===== config.mk =====
export PLATFORM = sky130hd
export DESIGN_NAME = otter_pipe_ctrl
export DESIGN_NICKNAME = d
export VERILOG_FILES = /design/src/rtl/otter_pkg.sv /design/src/rtl/otter_fwd_unit.sv /design/src/rtl/otter_pipe_ctrl.sv
export SDC_FILE = /design/constraint.sdc
export NUM_CORES = 1
export LEC_CHECK = 0
export BUFFER_PORTS_ARGS = -buffer_cell sky130_fd_sc_hd__clkbuf_2
export CAP_MARGIN = 15
export CORE_AREA = 5 5 149 151
export CTS_BUF_LIST = sky130_fd_sc_hd__clkbuf_2 sky130_fd_sc_hd__clkbuf_4 sky130_fd_sc_hd__clkbuf_8
export DETAILED_ROUTE_END_ITERATION = 10
export DIE_AREA = 0 0 154 156
export GPL_ROUTABILITY_DRIVEN = 0
export PLACE_DENSITY_LB_ADDON = 0.08
export SKIP_LAST_GASP = 1
export SLEW_MARGIN = 0
export SYNTH_ARGS = -nofsm -noshare
export SYNTH_HDL_FRONTEND = slang
export SYNTH_SLANG_ARGS = --single-unit

===== constraint.sdc =====
create_clock -name CLK -period 3.4 [get_ports CLK]
set_input_delay 0.51 -clock CLK [delete_from_list [all_inputs] [get_ports CLK]]
set_output_delay 0.51 -clock CLK [all_outputs]
set_load 0.005 [all_outputs]

===== src/rtl/otter_pkg.sv =====
// otter_pkg: shared OTTER pipeline types and constants.
// Holds the RV32I major opcodes, the pipeline-control FSM states
// and the EX operand forwarding-select encodings.
package otter_pkg;

   typedef enum logic [6:0] {
      OP_LUI    = 7'b0110111,
      OP_AUIPC  = 7'b0010111,
      OP_JAL    = 7'b1101111,
      OP_JALR   = 7'b1100111,
      OP_BRANCH = 7'b1100011,
      OP_LOAD   = 7'b0000011,
      OP_STORE  = 7'b0100011,
      OP_IMM    = 7'b0010011,
      OP_REG    = 7'b0110011,
      OP_SYSTEM = 7'b1110011
   } opcode_t;

   typedef enum logic [1:0] {RUN, DRAIN, TRAP} ctrl_state_t;

   localparam logic [1:0] FWD_RF  = 2'd0;
   localparam logic [1:0] FWD_MEM = 2'd1;
   localparam logic [1:0] FWD_WB  = 2'd2;

endpackage


===== src/rtl/otter_fwd_unit.sv =====
// otter_fwd_unit: combinational EX-operand forwarding select for one source.
// Ports:
//   rs_addr, rs_used            - EX source register and whether it is read
//   mem_rd_addr, mem_reg_write,
//   mem_mem_read                - MEM stage destination info
//   wb_rd_addr, wb_reg_write    - WB stage destination info
//   sel                         - FWD_RF / FWD_MEM / FWD_WB
module otter_fwd_unit
   import otter_pkg::*;
(
   input  logic [4:0] rs_addr,
   input  logic       rs_used,
   input  logic [4:0] mem_rd_addr,
   input  logic       mem_reg_write,
   input  logic       mem_mem_read,
   input  logic [4:0] wb_rd_addr,
   input  logic       wb_reg_write,
   output logic [1:0] sel
);

   logic mem_hit;
   logic wb_hit;

   // A load in MEM has no data yet; its consumer was already stalled one
   // cycle, so it picks the value up from WB instead.
   assign mem_hit = mem_reg_write & ~mem_mem_read & (mem_rd_addr != 5'd0) &
                    (mem_rd_addr == rs_addr) & rs_used;
   assign wb_hit  = wb_reg_write & (wb_rd_addr != 5'd0) &
                    (wb_rd_addr == rs_addr) & rs_used;
   assign sel     = mem_hit ? FWD_MEM : wb_hit ? FWD_WB : FWD_RF;

endmodule


===== src/rtl/otter_pipe_ctrl.sv =====
// otter_pipe_ctrl: hazard, redirect, forwarding and interrupt-entry control
// for the 5-stage OTTER pipeline.
// Ports:
//   CLK, RESET_N                  - clock, asynchronous active-low reset
//   id_* / if_pc                  - ID instruction sources, PC and fetch PC
//   ex_* / mem_* / wb_*           - downstream stage register usage
//   ex_redirect                   - control transfer resolved in EX
//   INTR, mie                     - external interrupt level and enable
//   pc_write, if_id_en            - PC / IF-ID load enables
//   if_id_flush, id_ex_flush      - bubble insertion
//   fwd_a_sel, fwd_b_sel          - EX operand forwarding selects
//   trap_pc_sel, int_taken        - trap redirect and CSR trap update
//   trap_mepc                     - latched return PC
//   stall_cnt, flush_cnt          - performance counters
module otter_pipe_ctrl
   import otter_pkg::*;
#(
   parameter int unsigned DRAIN_CYCLES = 3
) (
   input  logic        CLK,
   input  logic        RESET_N,
   input  logic        id_valid,
   input  logic [4:0]  id_rs1_addr,
   input  logic [4:0]  id_rs2_addr,
   input  logic        id_rs1_used,
   input  logic        id_rs2_used,
   input  logic [31:0] id_pc,
   input  logic [31:0] if_pc,
   input  logic [4:0]  ex_rs1_addr,
   input  logic [4:0]  ex_rs2_addr,
   input  logic        ex_rs1_used,
   input  logic        ex_rs2_used,
   input  logic [4:0]  ex_rd_addr,
   input  logic        ex_reg_write,
   input  logic        ex_mem_read,
   input  logic        ex_redirect,
   input  logic [4:0]  mem_rd_addr,
   input  logic        mem_reg_write,
   input  logic        mem_mem_read,
   input  logic [4:0]  wb_rd_addr,
   input  logic        wb_reg_write,
   input  logic        INTR,
   input  logic        mie,
   output logic        pc_write,
   output logic        if_id_en,
   output logic        if_id_flush,
   output logic        id_ex_flush,
   output logic [1:0]  fwd_a_sel,
   output logic [1:0]  fwd_b_sel,
   output logic        trap_pc_sel,
   output logic        int_taken,
   output logic [31:0] trap_mepc,
   output logic [31:0] stall_cnt,
   output logic [31:0] flush_cnt
);

   localparam int CW = (DRAIN_CYCLES > 1) ? $clog2(DRAIN_CYCLES) : 1;

   ctrl_state_t state_q, state_d;
   logic [CW-1:0] cnt_q, cnt_d;
   logic pending_q;
   logic lu, enter, stall_c;
   logic pc_write_c, if_id_en_c, if_id_flush_c, id_ex_flush_c;
   logic trap_pc_sel_c, int_taken_c;
   logic [1:0] fwd_a_c, fwd_b_c;

   otter_fwd_unit u_fwd_a (
      .rs_addr       (ex_rs1_addr),
      .rs_used       (ex_rs1_used),
      .mem_rd_addr   (mem_rd_addr),
      .mem_reg_write (mem_reg_write),
      .mem_mem_read  (mem_mem_read),
      .wb_rd_addr    (wb_rd_addr),
      .wb_reg_write  (wb_reg_write),
      .sel           (fwd_a_c)
   );

   otter_fwd_unit u_fwd_b (
      .rs_addr       (ex_rs2_addr),
      .rs_used       (ex_rs2_used),
      .mem_rd_addr   (mem_rd_addr),
      .mem_reg_write (mem_reg_write),
      .mem_mem_read  (mem_mem_read),
      .wb_rd_addr    (wb_rd_addr),
      .wb_reg_write  (wb_reg_write),
      .sel           (fwd_b_c)
   );

   assign lu = ex_mem_read & ex_reg_write & (ex_rd_addr != 5'd0) & id_valid &
               ((id_rs1_used & (id_rs1_addr == ex_rd_addr)) |
                (id_rs2_used & (id_rs2_addr == ex_rd_addr)));

   always_comb begin
      state_d       = state_q;
      cnt_d         = cnt_q;
      enter         = 1'b0;
      stall_c       = 1'b0;
      pc_write_c    = 1'b1;
      if_id_en_c    = 1'b1;
      if_id_flush_c = 1'b0;
      id_ex_flush_c = 1'b0;
      trap_pc_sel_c = 1'b0;
      int_taken_c   = 1'b0;
      case (state_q)
         RUN: begin
            // Redirect beats load-use: the stalled ID instruction is wrong-path.
            if (ex_redirect) begin
               if_id_flush_c = 1'b1;
               id_ex_flush_c = 1'b1;
            end else if (lu) begin
               pc_write_c    = 1'b0;
               if_id_en_c    = 1'b0;
               id_ex_flush_c = 1'b1;
               stall_c       = 1'b1;
            end else if (pending_q) begin
               if_id_flush_c = 1'b1;
               id_ex_flush_c = 1'b1;
               enter         = 1'b1;
               cnt_d         = CW'(DRAIN_CYCLES - 1);
               state_d       = DRAIN;
            end
         end
         DRAIN: begin
            pc_write_c    = 1'b0;
            if_id_flush_c = 1'b1;
            id_ex_flush_c = 1'b1;
            if (cnt_q == '0) state_d = TRAP;
            else cnt_d = cnt_q - 1'b1;
         end
         TRAP: begin
            trap_pc_sel_c = 1'b1;
            int_taken_c   = 1'b1;
            if_id_flush_c = 1'b1;
            id_ex_flush_c = 1'b1;
            state_d       = RUN;
         end
         default: state_d = RUN;
      endcase
   end

   // Hold the combinational outputs at their idle values while in reset.
   assign pc_write    = ~RESET_N | pc_write_c;
   assign if_id_en    = ~RESET_N | if_id_en_c;
   assign if_id_flush = RESET_N & if_id_flush_c;
   assign id_ex_flush = RESET_N & id_ex_flush_c;
   assign trap_pc_sel = RESET_N & trap_pc_sel_c;
   assign int_taken   = RESET_N & int_taken_c;
   assign fwd_a_sel   = RESET_N ? fwd_a_c : FWD_RF;
   assign fwd_b_sel   = RESET_N ? fwd_b_c : FWD_RF;

   always_ff @(posedge CLK or negedge RESET_N) begin
      if (!RESET_N) begin
         state_q   <= RUN;
         cnt_q     <= '0;
         pending_q <= 1'b0;
         trap_mepc <= '0;
         stall_cnt <= '0;
         flush_cnt <= '0;
      end else begin
         state_q   <= state_d;
         cnt_q     <= cnt_d;
         // Clear wins so a still-asserted INTR cannot re-arm during the trap.
         pending_q <= int_taken_c ? 1'b0 : (pending_q | (INTR & mie));
         if (enter) trap_mepc <= id_valid ? id_pc : if_pc;
         stall_cnt <= stall_cnt + 32'(stall_c);
         flush_cnt <= flush_cnt + 32'(if_id_flush_c);
      end
   end

endmodule


==> results of run 1 <==
[flip-flops by register name, summed over array words and instances (netlist names)]
name       cells
state_q        2
trap_mepc     32
cnt_q          2
pending_q      1
stall_cnt     32
flush_cnt     32
[through the flow]
step	cells	hold slack, ns
4_1_cts	987	0.0151
2_1_floorplan	479	0.214
3_5_place_dp	971	0.456
5_1_grt	987	0.0167
3_3_place_gp	971	0.457
6_report	987	0.0423
[critical path: cells and delay by family (launching register included)]
| kind | cells | cell delay [ns] |
|---|---|---|
| fa+ha+maj | 3 | 0.74 |
| xor+xnor | 1 | 0.14 |
| compound gates | 1 | 0.07 |
| buf+inv | 1 | 0.09 |
| simple gates | 5 | 1.46 |
| flops | 1 | 0.45 |
[cell families after synthesis]
kind of cell	after synthesis
and+or+nand+nor	173
DFF	101
xor gates and xnor gates	90
AOI/OAI and AO/OA	50
muxes	34
buffers and inverters	21
adders and majority gates	10
[path summary, 6_finish.rpt]
| check | endpoint | slack [ns] |
|---|---|---|
| max | flush_cnt[30] | 0.35 |
| min | flush_cnt[1] | 0.04 |
| min reg2reg | flush_cnt[31] | 0.47 |
| min in group CLK | pending_q | 0.37 |
| max reg2reg | flush_cnt[30] | 0.35 |
| max in group asynchronous | trap_mepc[15] | 1.86 |
[cell type report]
cell class	instances	area (sq um)
clock inverters	4	55.1
fillers	2199	14000
clock buffers	12	153
inverters	8	30.0
well taps	275	344
flip-flops and latches	101	2530
multi-input cells	357	2430
repair buffers	230	1180
[report_power, final]
part / leakage, nW / total [W] / switching, W / internal (W)
clock: 0.104 / 0.000812 / 0.000430 / 0.000382
combinational: 2.02 / 0.00111 / 0.000595 / 0.000510
sequential: 1.28 / 0.00166 / 0.000189 / 0.00147
total: 3.41 / 0.00357 / 0.00121 / 0.00236
[metal layers]
metal | GRT usage (%) | vias up | part of all wire, %
met4 | 4.04 | 0 | 1.6
met3 | 3.19 | 14 | 6.3
li1 | - | 2099 | -
met1 | 13.6 | 1961 | 42
met2 | 19.9 | 137 | 50
met5 | 0 | - | 0
[placed cells by master, fill, tap and decap left out, drive strengths merged, types with 2 or more instances in the layout]
cell type  Yosys  routed
a21oi         39      39
nand2b         2       2
and3          15      15
nand2         27      27
clkbuf         7     230
ha            10      10
nor2b          4       4
nand4         13      13
inv            8       9
xor2          25      25
mux2           2       2
nor4           3       3
o211ai         3       3
and4           3       3
buf            6      12
a211oi         2       2
o22ai          2       2
nor3          12      12
nand3         32      32
and2           5       5
mux2i         32      32
or4            2       2
dfrtp        101     101
nor2          52      52
xnor2         65      65
o21ai          3       3
==> impl_results.md, run 1 <==
- Largest family of logic cells by synthesized area: simple AND/OR/NAND/NOR gates
- Mapped Cells: ~480
- CTS Buf Count: 9
- Layout Nets: about 830
- Synth top cells by count: dfrtp_1 (101), xnor2_1 (65), nor2_1 (51)
- Synth Area in XOR/XNOR: between 10% and 20%
- Fin util: 32.5%
- Place WS: 0.00779 ns
- PwrDens: 532 nW/um^2
- Adder-cell share of the synthesized area: roughly 2.5%
- Clk_skew: around 0.018 ns
- Worst skew pair latency: around 0.37 ns
- Remaining Overflow, GRT: 0
- Mux cell area share after synthesis: 6.80%
- DIE AREA: 24000 sq um
- Most frequent CP cell: ha_1
- Ports: 220
- Final WS setup: roughly 0.35 ns
- Yosys top cell by area: dfrtp_1
- Critical path launch point type: flop
- FF-to-FF Start: state_q[0]
- Clock sink count: just over 100
- Post-CTS setup buffers: 0
- Synth Flop Type: dfrtp_1
- Root Buffer: clkbuf_8
- Area Growth Syn to Fin: 33.2%
- CTS tree: yes
- # resized after CTS: 0
- Clock tree buffer depth: 2
- Area share of and/or/nand/nor cells after synthesis: about 18%
- Dominant cells by area after synthesis: dfrtp_1 (50%), xnor2_1 (11%), mux2i_1 (6.3%)
- Antenna Violating Nets Remaining: 0
- Vias per Instance: ~4.3
- CTS H-tree depth: 3
- Worst-path cell chain: inv_1 > ha_1 > a211oi_1 > nor3_1 > ha_1 > ha_1 > nand4_1 > nor4_2 > and4_1 > nand4_1 > xnor2_1
- Fin area: about 6700 sq um
- Final period util: about 90%
- DRT iter0 DRCs: ~150
- Number of enable flip-flop cells after synthesis: 0
- Wire per inst: around 14 um
- CP endpoint kind: flop
- Reg clk slew, reported paths: 0.10 ns
- DRC viols: 0
- WL final: 13900 um
- Measured slew at the worst slew-check pin: roughly 0.66 ns
- Synth Warn #: 0
- Via Count: about 4200
- HPWL after detailed placement: 11200 um
- Synth Area in Compound Gates: under 10%
- Seq/Total Area, Yosys: between 50% and 60%
- Largest fanout on the critical path: 5
- Port bufs: 219
- Crit-path max cell delay: 0.61 ns
- Fin crit period: roughly 3.0 ns
- Placed Area: 6510 sq um
- Leakage: roughly 3.4 nW
- Slowest CP cell: nor4_2
- Vias in the first global route: 4428
- Worst setup path class: flop to flop
- Maximum VDD drop: 0.212 mV
- Tot GR Track Use: 11.4%
- Seq cells post-synth: between 100 and 150
- Mean Syn Cell Area: about 11 sq um
- WP data arrival: between 3 and 4 ns
- Pin count of the biggest net entering global routing: 63
- Most common cell in the netlist: dfrtp_1
- Setup violators final: 0
- Fmax: between 0.3 and 0.4 GHz
- Die X: 154 um
- Starting Density: approximately a quarter
- Hold_buf cts: 0
- Max Cap Viol: 0
- RSZ-0062 raised after global routing: false
- Syn_nets: around 600
- Height of the chip: ~160 um
- Hold WC Path Type: primary input to async pin
- CP Launch Point: state_q[0]
- Rows: 53
- Synth async-reset ratio: 100%
- Status: complete, no violations
- First-pass detailed-route iteration total: 4
- Distinct cells, synth: 39
- Antenna cell count: 0
- Core area: about 21000 sq um
- Yosys top cell area share: about half
- R2R depth: 11
- Proportion of layout cells with a drive suffix above 1: roughly 36%
- Final hold violation count: 0
- Mapped Area: 5040 sq um
- Overall power: 0.00357 W
- Slew margin rel.: roughly 56%
- TNS Setup: 0 ns
- Initial antenna violation count: 0
- First-pass GRT wire length: 22300 um
- Fin. max-slew vios: 0
- WP data required: 3.66 ns
Note: power is estimated with default switching activity, not from simulation.
==> run 2: changes to the inputs <==
--- a/config.mk
+++ b/config.mk
@@ -5,12 +5,12 @@
 export SDC_FILE = /design/constraint.sdc
 export NUM_CORES = 1
 export LEC_CHECK = 0
-export BUFFER_PORTS_ARGS = -buffer_cell sky130_fd_sc_hd__clkbuf_2
 export CAP_MARGIN = 15
 export CORE_AREA = 5 5 149 151
 export CTS_BUF_LIST = sky130_fd_sc_hd__clkbuf_2 sky130_fd_sc_hd__clkbuf_4 sky130_fd_sc_hd__clkbuf_8
 export DETAILED_ROUTE_END_ITERATION = 10
 export DIE_AREA = 0 0 154 156
+export DONT_BUFFER_PORTS = 1
 export GPL_ROUTABILITY_DRIVEN = 0
 export PLACE_DENSITY_LB_ADDON = 0.08
 export SKIP_LAST_GASP = 1
==> run 2 against run 1 <==
Net effect: final cell count down 22%; first-iteration DRC count down 26%; design area down 16%; die area unchanged; sequential share of layout area up 7.3 points; clock power up 3.3%; sequential power up 5%; combinational power down 36%; core utilization down 5.3 points.
==> impl_results.md, run 2 (synthesis gave the netlist of run 1 again) <==
- Status: complete, no violations
- NetSw: between 0.001 and 0.0015 W
- TNS Setup: 0 ns
- Via Count: 3446
- Area Growth Syn to Fin: 11.6%
- Die X: 154 um
- Largest regs: flush_cnt x32, stall_cnt x32, trap_mepc x32
- Hold Slack: about 0.045 ns
- Max Cap Viol: 0
- Final period util: between 80 and 90%
- Maximum VDD drop: 0.226 mV
- Wire per inst: approximately 17 um
- Pint: about 0.0022 W
- PwrDens: roughly 580 nW/um^2
- Part of the power in combinational logic: 21.5%
- Most frequent cells in the layout: dfrtp_1 (101), xnor2_1 (65), nor2_1 (51), a21oi_1 (39), mux2i_1 (32)
- Area occupied by multi-input gates: between 2000 and 2500 sq um
- Largest fanout on the critical path: 5
- Slew margin rel.: 59.1%
- Worst setup path class: flop to flop
- Measured slew at the worst slew-check pin: approximately 0.6 ns
- First-pass GRT wire length: between 20000 and 25000 um
- CP endpoint kind: flop
- Port bufs: 0
- Rows: 53
- Clk_skew: 0.0189 ns
- CTS tree: yes
- Most common library cell in the layout ignoring fill and taps: dfrtp_1
- Root Buffer: clkbuf_8
- First-pass detailed-route iteration total: 4
- DRT iter0 DRCs: 108
- FF/Latch Area: approximately 2500 sq um
- Height of the chip: ~160 um
- Reg clk slew, reported paths: 0.11 ns
- Initial antenna violation count: 0
- Pin count of the biggest net entering global routing: just over 100
- CTS Buf Count: 9
- DIE AREA: between 20000 and 25000 sq um
- Vias per Instance: roughly 4.5
- Hold WC Path Type: primary input to async pin
- Critical path launch point type: flop
- RSZ-0062 raised after global routing: false
- Antenna Violating Nets Remaining: 0
- Antenna cell count: 0
- Worst skew pair latency: 0.37 ns
- Tot GR Track Use: between 10% and 20%
- WP data arrival: around 3.3 ns
- Overall power: around 0.0033 W
- # resized after CTS: 0
- DRC viols: 0
- Net Sw Frac: roughly a third
- Fin crit period: a little under 3 ns
- Setup violators final: 0
- HPWL after detailed placement: approximately 10000 um
- Proportion of layout cells with a drive suffix above 1: roughly 7.3%
- Leakage: approximately 2.5 nW
- Vias in the first global route: between 3000 and 4000
- CTS H-tree depth: 3
- Ports: 220
- Fin util: between 20% and 30%
- Fill cell count: 2197
- Layout Nets: around 600
- Clock group share of total power: 25.5%
- Remaining Overflow, GRT: 0
- WP data required: approximately 3.7 ns
- Fin area: 5630 sq um
- Fin. max-slew vios: 0
- Fmax: around 0.34 GHz
- Clock sink count: ~100
- WL final: between 10000 and 15000 um
- Final hold violation count: 0
- Clock tree buffer depth: 2
- Placed Area: 5380 sq um
- Flop pwr share: 53.0%
- Core area: 20700 sq um
- Starting Density: 24.4%
-- run 2: cell count changes in the layout (fill, tap and decap cells not counted), sizes merged --
cell,previous run,this run
buf,12,8
inv,9,10
clkbuf,230,11
clkinvlp,1,0
clkinv,1,2
-- run 2: final cells by class --
cell class,instances,area share [%]
Sequential cell,101,44.9
Inverter,8,0.534
Clock inverter,5,1.16
Clock buffer,11,2.69
Timing Repair Buffer,8,1.42
Tap cell,275,6.11
Multi-Input combinational cell,357,43.2
-- run 2: worst paths after layout --
check                           endpoint  slack [ns]     startpoint  depth (start not counted)
setup / recovery           flush_cnt[30]        0.42     state_q[0]                         11
setup reg to reg           flush_cnt[30]        0.42     state_q[0]                         11
hold / removal             stall_cnt[24]        0.04        RESET_N                          1
hold reg to reg            flush_cnt[31]        0.50  flush_cnt[31]                          1
max in group asynchronous  trap_mepc[18]        2.90        RESET_N                          1
min in group CLK               pending_q        0.29            mie                          2
-- run 2: what timing repair did --
action                    4_1_cts  5_1_grt
buffers inserted                0        0
hold endpoints to repair      101        0
hold buffers                    1        0
-- run 2: power by group through the flow --
stage / sequential (W) / combinational (W) / clock [W]
finish: 0.00174 / 0.000707 / 0.000839
global route: 0.00179 / 0.000827 / 0.000933
CTS: 0.00176 / 0.000724 / 0.000900
detailed placement: 0.00178 / 0.000697 / 0
global placement: 0.00179 / 0.000687 / 0
floorplan: 0.00168 / 0.000583 / 0
-- run 2: routing by layer --
metal	global-route usage, %	wire, um
met4	4.08	239
met2	17.9	6460
met5	0	0
met3	3.63	1120
met1	13.0	5300
-- run 2: metrics by stage --
step | instances | setup slack, ns
floorplan | 479 | 0.559
global placement | 748 | 0.163
detailed placement | 748 | 0.0380
CTS | 765 | 0.325
global route | 765 | 0.127
finish | 765 | 0.420
-- run 2: worst max-delay path: stages (launching register included) --
cell      delay (ns)
dfrtp_1         0.44
inv_1           0.09
ha_1            0.32
a211oi_1        0.07
nor3_1          0.20
ha_1            0.22
ha_1            0.22
nand4_1         0.20
nor4_2          0.56
and4_1          0.30
nand4_1         0.11
xnor2_1         0.14
==> run 3: changes to the inputs <==
--- a/config.mk
+++ b/config.mk
@@ -12,6 +12,8 @@
 export DIE_AREA = 0 0 154 156
 export DONT_BUFFER_PORTS = 1
 export GPL_ROUTABILITY_DRIVEN = 0
+export GPL_TIMING_DRIVEN = 0
+export HOLD_SLACK_MARGIN = 0.05
 export PLACE_DENSITY_LB_ADDON = 0.08
 export SKIP_LAST_GASP = 1
 export SLEW_MARGIN = 0
==> run 3 against run 2 <==
Net effect: design area is 0.82% higher; clock-buffer cell count is 2 lower; core utilization rose by 0.22 points; clock skew down 0.0064 ns; die area is the same; maximum frequency down 5.3%; final cell count increased by 0.78%; total power increased by 4.0%; critical endpoint is now stall_cnt[28].
==> impl_results.md, run 3 (synthesis gave the netlist of run 1 again) <==
- Setup violators final: 0
- Ports: 220
- DRC viols: 0
- Vias in the first global route: about 3700
- Fin. max-slew vios: 0
- First-pass detailed-route iteration total: 4
- Worst-path cell chain: clkbuf_1 > nand3_1 > a21oi_1 > nand2_1 > nor3_1 > ha_1 > ha_1 > and3_1 > nand2_1 > nor3_2 > nand3_1 > xnor2_1
- Measured slew at the worst slew-check pin: 0.996 ns
- Hold WC Path Type: primary input to async pin
- Critical path launch point type: primary input
- Proportion of layout cells with a drive suffix above 1: about 7.3%
- RSZ-0062 raised after global routing: true
- Initial antenna violation count: 0
- Largest fanout on the critical path: 6
- CTS tree: yes
- HPWL after detailed placement: 10200 um
- Met2 usage: 18.8%
- Root Buffer: clkbuf_8
- Area Growth Syn to Fin: 12.5%
- Remaining Overflow, GRT: 0
- Final hold violation count: 0
- Reg clk slew, reported paths: 0.10 ns
- Global routing usage on met1: approximately an eighth
- DIE AREA: roughly 24000 sq um
- FF/Latch Area: between 2000 and 3000 sq um
- WL final: approximately 14000 um
- Placed Area: roughly 5400 sq um
- Status: complete, no violations
- Max Cap Viol: 0
- Fmax: 0.318 GHz
- Via Count: approximately 3500
- Fill cell count: ~2200
- DRT iter0 DRCs: roughly 80
- Leakage: 2.50 nW
- Die X: 154 um
- Tot GR Track Use: roughly 11%
- Met3 GRT Util: between 3 and 4%
- Area occupied by multi-input gates: 2440 sq um
- Antenna Violating Nets Remaining: 0
- Rows: 53
- Post-CTS setup buffers: 0
- Clock tree buffer depth: 2
- Most common library cell in the layout ignoring fill and taps: dfrtp_1
- CP endpoint kind: flop
- Reg2Reg Setup Slack: between 0.3 and 0.4 ns
- Layout Nets: ~620
- Largest regs: flush_cnt x32, stall_cnt x32, trap_mepc x32
- Pin count of the biggest net entering global routing: a little over 100
- Maximum VDD drop: between 0.2 and 0.25 mV
- Core area: 20700 sq um
- Fin area: roughly 5700 sq um
- Most frequent cells in the layout: dfrtp_1 (101), xnor2_1 (65), nor2_1 (51), a21oi_1 (39), mux2i_1 (32)
- TNS Setup: 0 ns
- Height of the chip: about 160 um
- Starting Density: about a quarter
- Clk_skew: 0.0125 ns
- Antenna cell count: 0
- Slew margin rel.: 33.6%
- First-pass GRT wire length: roughly 21000 um
- WP data arrival: ~3.4 ns
- Most used routing layer: met2
- PwrDens: 603 nW/um^2
- Final period util: between 90% and 100%
- Port bufs: 0
- Wire per inst: roughly 18 um
- Crit-path max cell delay: about 0.42 ns
- CTS Buf Count: 9
- Worst skew pair latency: roughly 0.37 ns
- Clock sink count: about 100
- CTS H-tree depth: 3
- WP data required: 3.65 ns
- Slowest CP cell: nor3_1
- Vias per Instance: between 4 and 5
- Worst setup path class: primary input to flop
- Fin crit period: ~3.1 ns
==> run 3: cell type report <==
| cell class | instances | share of cell area, % |
|---|---|---|
| inverters | 8 | 0.529 |
| clock buffers | 9 | 2.18 |
| flip-flops and latches | 101 | 44.5 |
| repair buffers | 1 | 0.485 |
| clock inverters | 7 | 2.12 |
| multi-input cells | 357 | 42.9 |
| well taps | 275 | 6.06 |
| plain buffers | 13 | 1.15 |
==> run 3: critical path: cells and delay by family <==
kind                     cells  cell delay, ns
XOR/XNOR                     1            0.14
buffers and inverters        1            0.27
AO/OA/AOI/OAI                1            0.29
AND/OR/NAND/NOR              7            1.55
adder cells (fa/ha/maj)      2            0.63
==> run 3: what timing repair did <==
action	4_1_cts	5_1_grt
hold buffers	1	0
endpoints found under the hold margin	101	0
resized for setup	0	2
setup endpoints to repair	0	6
==> run 3: layer usage <==
metal	part of all wire, %	up-vias
met5	0	-
met4	1.2	0
met3	8.3	10
met2	50	136
met1	40	1677
li1	-	1663
==> run 3: metrics by stage <==
step / hold slack (ns) / total power, W / instances / util, % / setup WS (ns)
6_report: 0.0467 / 0.00342 / 771 / 27.4 / 0.253
3_3_place_gp: 0.217 / 0.00250 / 754 / 26.0 / -0.402
2_1_floorplan: 0.214 / 0.00226 / 479 / - / 0.559
4_1_cts: 0.0500 / 0.00352 / 771 / 27.4 / 0.0290
3_5_place_dp: 0.218 / 0.00251 / 754 / 26.0 / -0.379
5_1_grt: 0.0801 / 0.00367 / 771 / 27.4 / -0.0102
==> run 3: report_power, final <==
group	internal, W	switching (W)
Combinational	0.000315	0.000425
Clock	0.000493	0.000446
Sequential	0.00147	0.000277
Total	0.00228	0.00115
==> run 3: final timing paths <==
check | start | to | cells after the start
max reg2reg | state_q[0] | stall_cnt[28] | 11
min in group CLK | mie | pending_q | 2
min | RESET_N | stall_cnt[29] | 1
max | id_valid | stall_cnt[28] | 12
max in group asynchronous | RESET_N | flush_cnt[9] | 1
min reg2reg | stall_cnt[31] | stall_cnt[31] | 1
